===== config.mk =====
export PLATFORM = sky130hd
export DESIGN_NAME = seq_div
export DESIGN_NICKNAME = d
export VERILOG_FILES = /design/src/rtl/seq_div.sv
export SDC_FILE = /design/constraint.sdc
export NUM_CORES = 1
export LEC_CHECK = 0
export BUFFER_PORTS_ARGS = -buffer_cell sky130_fd_sc_hd__clkbuf_2
export CAP_MARGIN = 40
export CORE_ASPECT_RATIO = 0.5
export CORE_MARGIN = 5
export CORE_UTILIZATION = 30
export DETAILED_ROUTE_END_ITERATION = 8
export SYNTH_ARGS = -nofsm -noshare
export SYNTH_HDL_FRONTEND = slang
export SYNTH_SLANG_ARGS = --single-unit

===== constraint.sdc =====
create_clock -name clk -period 6.2 [get_ports clk]
set_input_delay 0.31 -clock clk [delete_from_list [all_inputs] [get_ports clk]]
set_output_delay 0.31 -clock clk [all_outputs]
set_load 0.02 [all_outputs]

===== src/rtl/seq_div.sv =====
// Restoring signed/unsigned 32-bit divider producing MIPS-style HI (remainder) / LO (quotient).
// Latency: fixed 33 cycles from the accepting edge to done, independent of operands.
// Backpressure: start is ignored while busy; busy stalls the requester until done pulses.
module seq_div #(
    parameter int WIDTH = 32
) (
    input  logic             clk,
    input  logic             rst_n,
    input  logic             start,
    input  logic             sign_flag,
    input  logic [WIDTH-1:0] A,
    input  logic [WIDTH-1:0] B,
    output logic [WIDTH-1:0] HI,
    output logic [WIDTH-1:0] LO,
    output logic             busy,
    output logic             done
);

    localparam int CW = $clog2(WIDTH);

    typedef enum logic [1:0] {
        IDLE = 2'd0,
        CALC = 2'd1,
        FIX  = 2'd2
    } state_t;

    state_t           state;
    state_t           state_nxt;
    logic [CW-1:0]    cnt;
    logic [WIDTH-1:0] rem;        // partial remainder, always < divisor magnitude
    logic [WIDTH-1:0] quo;        // dividend bits shift out as quotient bits shift in
    logic [WIDTH-1:0] b_mag;
    logic [WIDTH-1:0] a_raw;      // original dividend, returned as HI on divide by zero
    logic             neg_q;
    logic             neg_r;
    logic             div0;

    logic             a_neg;
    logic             b_neg;
    logic [WIDTH-1:0] a_abs;
    logic [WIDTH-1:0] b_abs;
    logic [WIDTH:0]   rem_shift;  // one extra bit so the shifted remainder never overflows
    logic [WIDTH:0]   trial;
    logic             last_iter;

    // Operand magnitudes and the trial subtraction for the current iteration
    always_comb begin
        a_neg     = sign_flag & A[WIDTH-1];
        b_neg     = sign_flag & B[WIDTH-1];
        a_abs     = a_neg ? -A : A;
        b_abs     = b_neg ? -B : B;
        rem_shift = {rem, quo[WIDTH-1]};
        trial     = rem_shift - {1'b0, b_mag};
        last_iter = (cnt == CW'(WIDTH - 1));
    end

    // State register
    always_ff @(posedge clk or negedge rst_n) begin
        if (!rst_n) begin
            state <= IDLE;
        end else begin
            state <= state_nxt;
        end
    end

    // Next-state logic and busy indication
    always_comb begin
        state_nxt = state;
        busy      = 1'b0;
        case (state)
            IDLE: begin
                if (start) begin
                    state_nxt = CALC;
                end
            end
            CALC: begin
                busy = 1'b1;
                if (last_iter) begin
                    state_nxt = FIX;
                end
            end
            FIX: begin
                busy      = 1'b1;
                state_nxt = IDLE;
            end
            default: begin
                state_nxt = IDLE;
            end
        endcase
    end

    // Datapath: operand capture, one quotient bit per CALC edge, sign fix-up on FIX
    always_ff @(posedge clk or negedge rst_n) begin
        if (!rst_n) begin
            cnt   <= '0;
            rem   <= '0;
            quo   <= '0;
            b_mag <= '0;
            a_raw <= '0;
            neg_q <= 1'b0;
            neg_r <= 1'b0;
            div0  <= 1'b0;
            HI    <= '0;
            LO    <= '0;
            done  <= 1'b0;
        end else begin
            done <= (state == FIX);
            case (state)
                IDLE: begin
                    if (start) begin
                        a_raw <= A;
                        quo   <= a_abs;
                        b_mag <= b_abs;
                        neg_q <= a_neg ^ b_neg;
                        neg_r <= a_neg;
                        div0  <= (B == '0);
                        rem   <= '0;
                        cnt   <= '0;
                    end
                end
                CALC: begin
                    if (!trial[WIDTH]) begin
                        rem <= trial[WIDTH-1:0];
                        quo <= {quo[WIDTH-2:0], 1'b1};
                    end else begin
                        rem <= rem_shift[WIDTH-1:0];
                        quo <= {quo[WIDTH-2:0], 1'b0};
                    end
                    cnt <= cnt + 1'b1;
                end
                FIX: begin
                    // Divide by zero returns raw all-ones / dividend with no sign fix-up
                    if (div0) begin
                        LO <= '1;
                        HI <= a_raw;
                    end else begin
                        LO <= neg_q ? -quo : quo;
                        HI <= neg_r ? -rem : rem;
                    end
                end
                default: begin
                    cnt <= '0;
                end
            endcase
        end
    end

endmodule


[Word-level counts from Yosys, hierarchy flattened]
Cells that the tools add are included.
Word-level totals
  word-level logic and storage cells: 53
  bits in registers: 203
  bits in writable memories: 0
  bits in latches: 0
  memory bits (read-only): 0
  memories: 0
  output and inout bits: 66
  input port bits: 68
Operators by class
  shift-type cells: 0
  magnitude comparators: 0
  mux-type cells: 18
  reductions and logical operators: 8
  bitwise gates (word level): 4
  equal/unequal tests: 5
  divide/modulo/power cells: 0
  add/sub/neg operators: 6
  multiply operators: 0
Operator list (number)
  $mux W32: 9
  $neg A32 Y32: 4
  $pmux W32 S2: 2
  $sub A33 B32 Y33: 1
  $logic_not A32 Y1: 1
  $pmux W5 S3: 1
  $reduce_and A2 Y1: 4
  $add A5 B1 Y5 const B: 1
  $eq A5 B5 Y1 const B: 1
  $mux W5: 1
  $mux W2: 2
  $ne A2 B2 Y1 const B: 2
  $pmux W2 S2: 1
  $and A1 B1 Y1: 2
  $eq A2 B1 Y1 const B: 1
  $eq A2 B2 Y1 const B: 1
  $logic_not A2 Y1: 1
  $mux W1: 2
  $reduce_bool A2 Y1: 1
  $reduce_or A2 Y1: 1
  $not A1 Y1: 1
  $xor A1 B1 Y1: 1

[Logic depth before layout (Yosys ltp)]
Gate-level depths: netlist (run 1).
  depth in word-level cells: 4
  depth in mapped cells: 12
  gate-level depth less buffers: 11

[Worst setup path before layout (run 1)]
OpenSTA, ideal clock, no wires.
  path type: register to register
  start: reg quo[31]
  end: reg rem[1]
  arrival: 3.154 ns
  clock period less this slack: 3.275 ns
  buffers on the path: 1
  slack: 2.925 ns
  setup time: 0.121 ns
  stages on the path, launching flop included: 13
  required time: 6.079 ns
  path through: dfrtp_1 inv_1 ha_1 fa_1 nor2b_1 o31ai_1 o211a_1 o31ai_1 a211oi_1 a311oi_2 buf_2 mux2i_1 a22o_1
Between the ends
  cells in the longest elaborated chain, start to end: 3
Ends and longest elaborated chain
  start: declaration: line 31  | logic [WIDTH-1:0] quo;
  start signal: assignment: line 112  | quo <= a_abs;
  start signal: assignment: line 124  | quo <= {quo[WIDTH-2:0], 1'b1};
  start signal: assignment: line 127  | quo <= {quo[WIDTH-2:0], 1'b0};
  $sub A33 B32 Y33: line 53  | trial = rem_shift - {1'b0, b_mag};
  $mux W32: line 122  | if (!trial[WIDTH]) begin
  $pmux W32 S2: line 108  | case (state)
  end signal: assignment: line 123  | rem <= trial[WIDTH-1:0];
  end signal: assignment: line 126  | rem <= rem_shift[WIDTH-1:0];
  end: declaration: line 30  | logic [WIDTH-1:0] rem;
No other way between the ends.
A chain may end at the register's enable or synchronous reset.

[Final worst setup path (run 1)]
  start: reg quo[31]
  end: reg rem[17]
Same word-level chain as after synthesis.

==> parameters.txt, run 1 <==
Parameter                              Value

Clock tree
  CTS tree    yes
  Post-CTS clock slew at the launch and capture registers of the worst setup and hold paths    0.06 ns
  Number of buffers added for setup after CTS    0
  Deepest level of the CTS H-tree    1
  Clock Latency Late Sink    0.52 ns
  Total clock buffers created by CTS    24
  Max Buffers Root-to-Sink    3
  Total number of clock tree sinks    203
  Clock tree root buffer cell    sky130_fd_sc_hd__clkbuf_16

Timing
  Setup repair after global routing missed its margin    no
  Time the final worst path needs with I/O delays and setup    3.65 ns
  Smallest setup slack after layout    2.55 ns
  Endpoints failing setup    0
  Setup skew after layout    0.0302 ns
  Maximum achievable frequency    274 MHz
  Number of endpoints with negative hold slack in the final report    0
  Final Slew Violations    0
  Worst relative slew slack    36.7%
  Total negative slack for setup checks    0 ns
  Portion of the clock cycle consumed by the worst path in the final layout    58.8%
  Actual slew at the worst max-slew pin    0.950 ns

Flow run
  MaxCap Viol Count    0

Cells and area
  Layout overhead on the synthesized area    15.3%
  Number of standard cells in the final layout excluding fillers    2175
  Count of fill cells added during filler insertion    4352
  Storage element area    0.00508 sq mm
  Layout cells sized above 1    16.4%
  Number of nets in the layout    1692
  Design area    0.0149 sq mm
  Area taken by multi-input logic gates    0.00731 sq mm

Route
  Total number of vias    10500
  First-iteration detailed-routing DRC count    453
  DRC violations left    0
  Number of nets with antenna violations after detailed routing    0
  Final wirelength    33.4 mm
  Wirelength per Cell    15.4 um
  Avg Vias per Cell    4.85
  Pre-Repair DR Iteration Count    5

Die
  Floorplan Core Area    0.0422 sq mm
  I/O pin count    134
  Die area    0.0475 sq mm
  Cell Rows    53
  Initial core utilization    30.5%
  Width of the die    303 um
  Y dimension of the die    157 um

Worst setup path
  Crit path arrival time    4.00 ns
  Cell-by-cell trace of the critical path    inv_1 > ha_1 > fa_1 > nor2b_1 > o31ai_1 > o211a_1 > o31ai_1 > buf_4 > a211oi_1 > a311oi_4 > buf_4 > mux2i_1 > o21ai_0
  FF-to-FF path depth    13
  Worst setup path category    reg -> reg
  Delay of the slowest cell on the worst path    0.52 ns
  Launching element type of the critical path    register
  Critical-path top delay cell    sky130_fd_sc_hd__buf_4
  Internal reg-to-reg setup slack    2.55 ns
  Launching point of the worst reg2reg path    quo[31]
  Endpoint kind of the worst setup timing path    register
  Data required, critical path    6.55 ns
  Worst flop-to-flop path endpoint    rem[17]
  Biggest fanout along the worst timing path    41

GRT
  Largest net degree at the start of global routing    173
  Global-route wire length before repair    54.8 mm
  Number of global-route vias before repair    10300
  Number of antenna violations at the first check in global routing    9
  Total Routing Usage GR    13.9%
  Remaining global-route overflow    0

Synthesis
  Synth cell count leaders    sky130_fd_sc_hd__dfrtp_1 (203), sky130_fd_sc_hd__nand2_1 (194), sky130_fd_sc_hd__o21ai_0 (176)
  Yosys warning total    0
  Ys async rst share    100%
  Most common cell in the synthesized netlist    sky130_fd_sc_hd__dfrtp_1
  Synth Area in Simple Gates    16.0%
  Adder-cell share of the synthesized area    4.13%
  Share of the synthesized netlist area taken by xor and xnor gates    9.38%
  Flip-flop and latch count after synthesis    203
  Number of distinct library cell variants in the gate-level netlist after synthesis    73
  Mux share of post-synthesis cell area    7.98%
  Area leader, netlist    sky130_fd_sc_hd__dfrtp_1
  Synthesized Nets    1598
  Compound-gate portion of the synthesized area    18.9%
  Gate count of the mapped netlist    1488
  Sequential cell area fraction in the yosys report    39.4%
  Number of synthesized flops with an enable pin    0
  Prevailing post-synth register cell    sky130_fd_sc_hd__dfrtp_1
  Avg Synthesized Cell Area    8.66 sq um
  Main combinational cell family by area after synthesis    compound AO/OA/AOI/OAI gates
  Combined area of all synthesized cells    0.0129 sq mm
  Area share of the leading cell type in the synthesized netlist    39.4%
  Ranking of synthesized cells by area    sky130_fd_sc_hd__dfrtp_1 (39%), sky130_fd_sc_hd__o21ai_0 (6.8%), sky130_fd_sc_hd__xor2_1 (6.2%)

Power and ir drop
  Worst voltage drop across the vdd grid    202 uV
  Power density over the cells    471 mW/mm^2
  Reported leakage power    6.64 nW

Worst hold path
  Hold path startpoint    A[12]
  Hold path cells    2
  Hold-critical path endpoint    a_raw[12]
  Min-delay worst type    in -> reg

Place
  Number of placed instances with taps included    2132
  Count of input and output buffers    133
  Final HPWL from detailed placement    24.9 mm
  Final weighted congestion of routability-driven global placement    0.867
  Cell area reported after detailed placement    0.0141 sq mm
  Pre-CTS setup slack    2.58 ns

Outcome
  Status    finished, final reports clean
## stage by stage
stage	hold WS [ns]	utilization, %	power, mW
6_report	0.0820	35.2	7.00
4_1_cts	0.0522	35.2	7.05
3_3_place_gp	0.221	33.4	5.69
3_5_place_dp	0.220	33.5	5.73
2_1_floorplan	0.0144	-	4.88
5_1_grt	0.0701	35.2	7.68
## cell type report
type | count | share of cell area [%]
multi-input cells | 1149 | 49.2
flip-flops and latches | 203 | 34.2
repair buffers | 147 | 5.49
well taps | 577 | 4.86
clock buffers | 31 | 4.42
inverters | 57 | 1.44
clock inverters | 8 | 0.345
diodes | 3 | 0.0505
## critical path: cells and delay by family, from the launching register on
| family | cells | cell delay (ns) |
|---|---|---|
| adder cells (fa/ha/maj) | 2 | 0.69 |
| flip-flops | 1 | 0.33 |
| AND/OR/NAND/NOR | 1 | 0.16 |
| AO/OA/AOI/OAI | 6 | 1.11 |
| multiplexers | 1 | 0.27 |
| buffers and inverters | 3 | 0.90 |
## cells by family after synthesis
logic type | count (synthesis)
AO/OA/AOI/OAI | 419
XOR/XNOR | 138
adder cells (fa/ha/maj) | 42
buffers and inverters | 136
flip-flops | 203
multiplexers | 96
AND/OR/NAND/NOR | 454
## worst max path at each step
stage | end | slack (ns) | from | cells after the start
2_1_floorplan | rem[1] | 2.93 | quo[31] | 12
3_3_place_gp | rem[1] | 2.69 | quo[31] | 13
3_5_place_dp | rem[17] | 2.58 | quo[31] | 13
4_1_cts | rem[17] | 2.55 | quo[31] | 13
5_1_grt | rem[15] | 2.32 | quo[31] | 13
6_report | rem[17] | 2.55 | quo[31] | 13
## flip-flops by register name (all words and copies together) (netlist names)
signal,cells
HI,32
LO,32
a_raw,32
b_mag,32
cnt,5
div0,1
done,1
neg_q,1
neg_r,1
quo,32
rem,32
state,2
## where the power goes
| group | internal, mW | total, mW | switching (mW) |
|---|---|---|---|
| combinational | 1.46 | 3.52 | 2.07 |
| clock | 0.741 | 1.28 | 0.543 |
| sequential | 1.73 | 2.19 | 0.460 |
## cell usage in the layout, fill, tap and decap left out, types with 4 or more instances in the layout
cell type / n
sky130_fd_sc_hd__clkbuf_1: 4
sky130_fd_sc_hd__dfrtp_1: 202
sky130_fd_sc_hd__inv_1: 55
sky130_fd_sc_hd__and2_1: 7
sky130_fd_sc_hd__xnor2_1: 47
sky130_fd_sc_hd__mux2_2: 54
sky130_fd_sc_hd__a211oi_1: 5
sky130_fd_sc_hd__nor4_1: 17
sky130_fd_sc_hd__mux2i_1: 42
sky130_fd_sc_hd__ha_1: 39
sky130_fd_sc_hd__clkbuf_16: 24
sky130_fd_sc_hd__or2_2: 6
sky130_fd_sc_hd__o41ai_1: 15
sky130_fd_sc_hd__xor2_1: 91
sky130_fd_sc_hd__nand2b_1: 12
sky130_fd_sc_hd__nor3_1: 21
sky130_fd_sc_hd__a21oi_1: 133
sky130_fd_sc_hd__nor2_1: 123
sky130_fd_sc_hd__or4_1: 6
sky130_fd_sc_hd__clkbuf_8: 4
sky130_fd_sc_hd__nor2b_1: 8
sky130_fd_sc_hd__clkbuf_2: 132
sky130_fd_sc_hd__or3_1: 16
sky130_fd_sc_hd__o21bai_1: 7
sky130_fd_sc_hd__o211ai_1: 10
sky130_fd_sc_hd__nand3_1: 14
sky130_fd_sc_hd__nand4_1: 9
sky130_fd_sc_hd__nand2_1: 193
sky130_fd_sc_hd__o21a_1: 6
sky130_fd_sc_hd__a21o_1: 11
sky130_fd_sc_hd__buf_4: 9
sky130_fd_sc_hd__clkinv_2: 7
sky130_fd_sc_hd__o21ai_0: 176
sky130_fd_sc_hd__o31ai_1: 20
## what timing repair did
item,in CTS,in global routing
hold endpoints to repair,31,0
resized for setup,0,0
hold buffers,1,0
## per-layer routing
| metal | part of all wire, % | routed length (um) | vias up | global-route usage, % |
|---|---|---|---|---|
| met5 | 0.22 | 74 | - | 0 |
| met4 | 2.1 | 698 | 12 | 3.26 |
| met3 | 3.6 | 1190 | 57 | 2.23 |
| met2 | 47 | 15800 | 147 | 23.8 |
| met1 | 47 | 15700 | 4893 | 18.5 |
| li1 | - | - | 5436 | - |
Note: power is estimated with default switching activity, not from simulation.
==> inputs of run 2 (changes only) <==
ABC_AREA = 1   (was default)
clock period = 3.8 ns   (was 6.2 ns; I/O delays follow)
==> run 2 against run 1 <==
  * Combinational power rose to 2.6 times the previous value
  * First-iteration DRC count increased to 2.8 times the previous value
  * Global-route usage rose by 4.5 points
  * Via count is 43% higher
  * Hold slack lost 0.075 ns
  * Critical path type unchanged
==> parameters.txt, run 2 <==
Parameter                              Value

Outcome
  Status    finished, final reports clean (unchanged)

Clock tree
  Number of gates given a new drive strength after cts    0 (unchanged)
  Deepest level of the CTS H-tree    1 (unchanged)
  Max Buffers Root-to-Sink    3 (unchanged)
  Clock Latency Late Sink    0.55 ns (was 0.52 ns)
  Total number of clock tree sinks    203 (unchanged)
  CTS Hold Bufs    32 (was 1)
  Total clock buffers created by CTS    24 (unchanged)
  CTS tree    yes (unchanged)
  Clock tree root buffer cell    sky130_fd_sc_hd__clkbuf_16 (unchanged)
  Post-CTS clock slew at the launch and capture registers of the worst setup and hold paths    0.06 ns (about the same)
  Number of buffers added for setup after CTS    0 (unchanged)

Timing
  Smallest setup slack after layout    1.18 ns (was 2.55 ns)
  Final hold slack    0.00743 ns (was 0.0820 ns)
  Final Slew Violations    0 (unchanged)
  Actual slew at the worst max-slew pin    0.816 ns (was 0.950 ns)
  Worst relative slew slack    45.6% (was 36.7%)
  Time the final worst path needs with I/O delays and setup    2.62 ns (was 3.65 ns)
  Setup repair after global routing missed its margin    no (unchanged)
  Setup skew after layout    0.0189 ns (was 0.0302 ns)
  Number of endpoints with negative hold slack in the final report    0 (unchanged)
  Portion of the clock cycle consumed by the worst path in the final layout    69.0% (was 58.8%)
  Total negative slack for setup checks    0 ns (unchanged)
  Endpoints failing setup    0 (unchanged)
  Maximum achievable frequency    381 MHz (was 274 MHz)

Synthesis
  Number of distinct library cell variants in the gate-level netlist after synthesis    50 (was 73)
  Area share of the leading cell type in the synthesized netlist    34.4% (was 39.4%)
  Synthesized Nets    2412 (was 1598)
  Gate count of the mapped netlist    2302 (was 1488)
  Combined area of all synthesized cells    0.0148 sq mm (was 0.0129 sq mm)
  Ys async rst share    100% (unchanged)
  Area leader, netlist    sky130_fd_sc_hd__dfrtp_1 (unchanged)
  Yosys warning total    0 (unchanged)
  Prevailing post-synth register cell    sky130_fd_sc_hd__dfrtp_1 (unchanged)
  Avg Synthesized Cell Area    6.42 sq um (was 8.66 sq um)
  Most common cell in the synthesized netlist    sky130_fd_sc_hd__nand2_1 (was sky130_fd_sc_hd__dfrtp_1)
  Synth cell count leaders    sky130_fd_sc_hd__nand2_1 (743), sky130_fd_sc_hd__inv_1 (320), sky130_fd_sc_hd__nand3_1 (208) (was sky130_fd_sc_hd__dfrtp_1 (203), sky130_fd_sc_hd__nand2_1 (194), sky130_fd_sc_hd__o21ai_0 (176))
  Flip-flop and latch count after synthesis    203 (unchanged)
  Ranking of synthesized cells by area    sky130_fd_sc_hd__dfrtp_1 (34%), sky130_fd_sc_hd__nand2_1 (19%), sky130_fd_sc_hd__inv_1 (8.1%) (was sky130_fd_sc_hd__dfrtp_1 (39%), sky130_fd_sc_hd__o21ai_0 (6.8%), sky130_fd_sc_hd__xor2_1 (6.2%))
  Number of synthesized flops with an enable pin    0 (unchanged)
  Sequential cell area fraction in the yosys report    34.4% (was 39.4%)

Die
  Width of the die    324 um (was 303 um)
  Die area    0.0540 sq mm (was 0.0475 sq mm)
  I/O pin count    134 (unchanged)
  Cell Rows    57 (was 53)
  Floorplan Core Area    0.0486 sq mm (was 0.0422 sq mm)
  Initial core utilization    30.4% (was 30.5%)
  Y dimension of the die    167 um (was 157 um)

Place
  Final weighted congestion of routability-driven global placement    0.928 (was 0.867)
  Pre-CTS setup slack    1.24 ns (was 2.58 ns)
  Final HPWL from detailed placement    38.7 mm (was 24.9 mm)
  Count of input and output buffers    133 (unchanged)

Flow run
  MaxCap Viol Count    0 (unchanged)

Worst setup path
  Launching point of the worst reg2reg path    quo[31] (unchanged)
  Timing endpoint of the critical path    rem[22] (was rem[17])
  Worst setup path start    quo[31] (unchanged)
  Endpoint kind of the worst setup timing path    register (unchanged)
  Internal reg-to-reg setup slack    1.18 ns (was 2.55 ns)
  Data required, critical path    4.23 ns (was 6.55 ns)
  Launching element type of the critical path    register (unchanged)
  Biggest fanout along the worst timing path    25 (was 41)
  Worst setup path category    reg -> reg (unchanged)
  Worst flop-to-flop path endpoint    rem[22] (was rem[17])
  FF-to-FF path depth    17 (was 13)
  Crit path arrival time    3.05 ns (was 4.00 ns)

GRT
  Number of global-route vias before repair    14700 (was 10300)
  Global-route wire length before repair    80.3 mm (was 54.8 mm)
  Total Routing Usage GR    18.4% (was 13.9%)
  Largest net degree at the start of global routing    97 (was 173)
  Number of antenna violations at the first check in global routing    0 (was 9)
  Remaining global-route overflow    0 (unchanged)

Cells and area
  Number of nets in the layout    2545 (was 1692)
  Count of fill cells added during filler insertion    5268 (was 4352)
  Layout overhead on the synthesized area    16.6% (was 15.3%)
  Commonest non-fill, non-tap cells in the layout    sky130_fd_sc_hd__nand2_1 (742), sky130_fd_sc_hd__inv_1 (320), sky130_fd_sc_hd__nand3_1 (208) (was sky130_fd_sc_hd__dfrtp_1 (202), sky130_fd_sc_hd__nand2_1 (193), sky130_fd_sc_hd__o21ai_0 (176))
  Inserted Diodes    0 (was 3)
  Layout cells sized above 1    9.46% (was 16.4%)
  Leading cell type in the layout, fill and taps excluded    sky130_fd_sc_hd__nand2_1 (was sky130_fd_sc_hd__dfrtp_1)

Power and ir drop
  Reported leakage power    9.06 nW (was 6.64 nW)
  Power density over the cells    905 mW/mm^2 (was 471 mW/mm^2)
  Worst voltage drop across the vdd grid    331 uV (was 202 uV)
  Total power consumption of the routed design    15.6 mW (was 7.00 mW)

Route
  Wirelength per Cell    16.3 um (was 15.4 um)
  Avg Vias per Cell    4.86 (was 4.85)
  Pre-Repair DR Iteration Count    5 (unchanged)
  Number of nets with antenna violations after detailed routing    0 (unchanged)
  Final wirelength    50.6 mm (was 33.4 mm)
  DRC violations left    0 (unchanged)
  First-iteration detailed-routing DRC count    1283 (was 453)
  Total number of vias    15100 (was 10500)

Worst hold path
  Min-delay worst type    in -> reg (unchanged)
-- run 2: cell types whose count changed after synthesis, moves of 34 or more --
cell                      delta
sky130_fd_sc_hd__xor2_1     -58
sky130_fd_sc_hd__nor2_1     +68
sky130_fd_sc_hd__inv_1     +265
sky130_fd_sc_hd__nand3_1   +194
sky130_fd_sc_hd__xnor2_1    -34
sky130_fd_sc_hd__mux2_2     -54
sky130_fd_sc_hd__nand2_1   +549
sky130_fd_sc_hd__mux2i_1    -42
-- run 2: cell type report --
type | count | area, sq um | share of cell area (%)
clock buffers | 35 | 702 | 4.08
clock inverters | 8 | 103 | 0.596
inverters | 329 | 1230 | 7.17
multi-input cells | 1695 | 8150 | 47.3
flip-flops and latches | 203 | 5080 | 29.5
well taps | 649 | 812 | 4.72
repair buffers | 182 | 1140 | 6.64
-- run 2: logic make-up after synthesis --
| kind of cell | count (synthesis) | share of synthesized area (%) |
|---|---|---|
| buf+inv | 404 | 10.6 |
| compound gates | 354 | 13.0 |
| fa+ha+maj | 42 | 3.61 |
| xor+xnor | 46 | 2.73 |
| flops | 203 | 34.4 |
| simple gates | 1253 | 35.7 |
-- run 2: worst min-delay path by stage --
stage	startpoint	endpoint	cells after the start
2_1_floorplan	rst_n	HI[0]	0
3_3_place_gp	rst_n	b_mag[25]	1
3_5_place_dp	rst_n	b_mag[20]	1
4_1_cts	B[5]	b_mag[5]	3
5_1_grt	B[9]	b_mag[9]	3
6_report	B[27]	b_mag[27]	4
-- run 2: through the flow --
stage / cells / util, % / cell area [sq um]
6_report: 3101 / 35.4 / 17200
3_3_place_gp: 3025 / 33.1 / 16100
3_5_place_dp: 3026 / 33.1 / 16100
2_1_floorplan: 2302 / - / 14800
4_1_cts: 3101 / 35.4 / 17200
5_1_grt: 3101 / 35.4 / 17200
-- run 2: power breakdown --
part	internal [mW]	leakage, nW	total [mW]	switching [mW]
registers	3.13	2.51	3.90	0.774
clock network	1.36	0.387	2.37	1.01
logic	2.90	6.16	9.31	6.41
total	7.39	9.06	15.6	8.19
-- run 2: routing by layer --
metal / wire (um) / global-route usage [%]
met4: 1490 / 4.99
met3: 2730 / 2.52
met5: 0 / 0
met2: 23600 / 31.3
met1: 22700 / 24.6
-- run 2: worst max-delay path, stage by stage, from the launching register on --
cell and delay, ns:
sky130_fd_sc_hd__dfrtp_1 0.35, sky130_fd_sc_hd__inv_1 0.12, sky130_fd_sc_hd__ha_1 0.25, sky130_fd_sc_hd__fa_1 0.41, sky130_fd_sc_hd__inv_1 0.09, sky130_fd_sc_hd__nand2_1 0.05
sky130_fd_sc_hd__nand2_1 0.07, sky130_fd_sc_hd__nand3_1 0.08, sky130_fd_sc_hd__nand2_2 0.12, sky130_fd_sc_hd__nand2_2 0.07, sky130_fd_sc_hd__nand2_2 0.09, sky130_fd_sc_hd__nand2_4 0.08
sky130_fd_sc_hd__nand2_4 0.08, sky130_fd_sc_hd__nand2_4 0.18, sky130_fd_sc_hd__nand2_8 0.22, sky130_fd_sc_hd__nand2_1 0.09, sky130_fd_sc_hd__nand3_1 0.08, sky130_fd_sc_hd__nand2_1 0.05
==> inputs of run 3 (changes only) <==
clock period = 2.2 ns   (was 3.8 ns; I/O delays follow)
==> run 3 against run 2 <==
  * The flow now finishes with violations (hold timing, setup timing)
  * Wire length up 4.5%
  * Total power up 98%
  * Worst setup slack worse by 1.2 ns
  * Critical path depth down 1
  * Clock-buffer cell count down 3
  * Combinational power up 120%
  * Sequential share of layout area down 3.3 points
==> parameters.txt, run 3 (synthesis results as in run 2) <==
Parameter                              Value

Die
  Y dimension of the die    167 um (unchanged)
  I/O pin count    134 (unchanged)
  Width of the die    324 um (unchanged)
  Initial core utilization    30.4% (unchanged)
  Die area    0.0540 sq mm (unchanged)
  Cell Rows    57 (unchanged)
  Floorplan Core Area    0.0486 sq mm (unchanged)

Timing
  Portion of the clock cycle consumed by the worst path in the final layout    101% (was 69.0%)
  Smallest setup slack after layout    -0.0321 ns (was 1.18 ns)
  Actual slew at the worst max-slew pin    0.538 ns (was 0.816 ns)
  Worst relative slew slack    63.8% (was 45.6%)
  Number of endpoints with negative hold slack in the final report    3 (was 0)
  Total negative slack for setup checks    -0.195 ns (was 0 ns)
  Time the final worst path needs with I/O delays and setup    2.23 ns (was 2.62 ns)
  Final Slew Violations    0 (unchanged)
  Setup repair after global routing missed its margin    yes (was no)
  Final hold slack    -0.0199 ns (was 0.00743 ns)
  Endpoints failing setup    16 (was 0)
  Maximum achievable frequency    448 MHz (was 381 MHz)
  Setup skew after layout    0.0164 ns (was 0.0189 ns)

Route
  First-iteration detailed-routing DRC count    1282 (was 1283)
  Number of nets with antenna violations after detailed routing    0 (unchanged)
  Final wirelength    52.9 mm (was 50.6 mm)
  DRC violations left    0 (unchanged)
  Pre-Repair DR Iteration Count    6 (was 5)
  Avg Vias per Cell    4.83 (was 4.86)
  Wirelength per Cell    16.1 um (was 16.3 um)
  Total number of vias    15900 (was 15100)

Worst setup path
  Endpoint kind of the worst setup timing path    register (unchanged)
  Worst setup path category    reg -> reg (unchanged)
  Data required, critical path    2.62 ns (was 4.23 ns)
  FF-to-FF path depth    16 (was 17)
  Biggest fanout along the worst timing path    7 (was 25)
  Internal reg-to-reg setup slack    -0.03 ns (was 1.18 ns)
  Crit path arrival time    2.66 ns (was 3.05 ns)
  Launching element type of the critical path    register (unchanged)

Clock tree
  Clock Latency Late Sink    0.55 ns (about the same)
  Post-CTS clock slew at the launch and capture registers of the worst setup and hold paths    0.07 ns (was 0.06 ns)
  Deepest level of the CTS H-tree    1 (unchanged)
  Max Buffers Root-to-Sink    3 (unchanged)
  Total number of clock tree sinks    203 (unchanged)
  Total clock buffers created by CTS    24 (unchanged)
  CTS tree    yes (unchanged)
  Clock tree root buffer cell    sky130_fd_sc_hd__clkbuf_16 (unchanged)

Power and ir drop
  Worst voltage drop across the vdd grid    708 uV (was 331 uV)
  Total power consumption of the routed design    30.9 mW (was 15.6 mW)
  Power density over the cells    1590 mW/mm^2 (was 905 mW/mm^2)
  Reported leakage power    10.1 nW (was 9.06 nW)

GRT
  Remaining global-route overflow    0 (unchanged)
  Number of antenna violations at the first check in global routing    1 (was 0)
  Largest net degree at the start of global routing    59 (was 97)
  Global-route wire length before repair    84.4 mm (was 80.3 mm)
  Total Routing Usage GR    19.2% (was 18.4%)
  Number of global-route vias before repair    15500 (was 14700)

Place
  Final weighted congestion of routability-driven global placement    0.903 (was 0.928)
  Count of input and output buffers    133 (unchanged)
  Final HPWL from detailed placement    40.1 mm (was 38.7 mm)
  Pre-CTS setup slack    -0.106 ns (was 1.24 ns)

Cells and area
  Leading cell type in the layout, fill and taps excluded    sky130_fd_sc_hd__nand2_1 (unchanged)
  Number of nets in the layout    2734 (was 2545)
  Final core occ    39.9% (was 35.4%)
  Commonest non-fill, non-tap cells in the layout    sky130_fd_sc_hd__nand2_1 (719), sky130_fd_sc_hd__inv_1 (310), sky130_fd_sc_hd__dfrtp_1 (198) (was sky130_fd_sc_hd__nand2_1 (742), sky130_fd_sc_hd__inv_1 (320), sky130_fd_sc_hd__nand3_1 (208))
  Layout overhead on the synthesized area    31.3% (was 16.6%)
  Layout cells sized above 1    18.6% (was 9.46%)

Worst hold path
  Min-delay worst type    in -> reg (unchanged)
  Hold path cells    4 (unchanged)

Flow run
  MaxCap Viol Count    0 (unchanged)

Outcome
  Status    finished with violations (was finished, final reports clean)
  Failing checks    hold timing, setup timing
[run 3: per-layer routing]
layer | global-route usage, % | wire, um
met1 | 26.0 | 24000
met2 | 32.6 | 24800
met3 | 2.69 | 2700
met4 | 4.51 | 1360
met5 | 0 | 0
[run 3: worst paths after layout]
path | startpoint | endpoint
worst max-delay path | b_mag[0] | rem[22]
worst min-delay path | B[19] | b_mag[19]
worst max register to register | b_mag[0] | rem[22]
worst min register to register | HI[23] | HI[23]
max in group asynchronous | rst_n | rem[12]
min in group asynchronous | rst_n | b_mag[22]
[run 3: area by class of cell]
type	count	area [sq um]
well taps	649	812
fillers	5113	29200
repair buffers	369	2750
inverters	329	1230
clock buffers	32	671
multi-input cells	1697	8720
diodes	1	2.50
clock inverters	10	120
flip-flops and latches	203	5090
[run 3: critical path, cell delays in order (launching register included)]
cell and delay [ns]:
sky130_fd_sc_hd__dfrtp_1 0.41, sky130_fd_sc_hd__ha_4 0.19, sky130_fd_sc_hd__fa_2 0.39, sky130_fd_sc_hd__inv_2 0.07, sky130_fd_sc_hd__nand2_2 0.05, sky130_fd_sc_hd__nand2_2 0.06
sky130_fd_sc_hd__nand3_2 0.07, sky130_fd_sc_hd__nand2_2 0.08, sky130_fd_sc_hd__nand2_2 0.07, sky130_fd_sc_hd__nand2_4 0.07, sky130_fd_sc_hd__nand2_4 0.08, sky130_fd_sc_hd__nand3_4 0.11
sky130_fd_sc_hd__buf_12 0.13, sky130_fd_sc_hd__buf_12 0.13, sky130_fd_sc_hd__nand3_2 0.07, sky130_fd_sc_hd__nand3_1 0.08, sky130_fd_sc_hd__nand2_1 0.05
[run 3: report_power, final]
part           internal [mW]  switching, mW
clock                   2.38           1.70
sequential              5.41           1.27
combinational           7.68           12.5
total                   15.5           15.4
[run 3: timing repair]
item | CTS | global route
endpoints found under the hold margin | 236 | 0
pin swaps | 4 | 26
setup buffers | 6 | 6
cloned | 3 | 0
hold buffers | 60 | 0
gates resized for setup | 32 | 90
setup endpoints to repair | 33 | 42
[run 3: per-stage QoR]
stage / cells / area [sq um]
finish: 3290 / 19400
global route: 3290 / 19400
CTS: 3284 / 19000
detailed placement: 3173 / 17300
global placement: 3173 / 17300
floorplan: 2302 / 14800
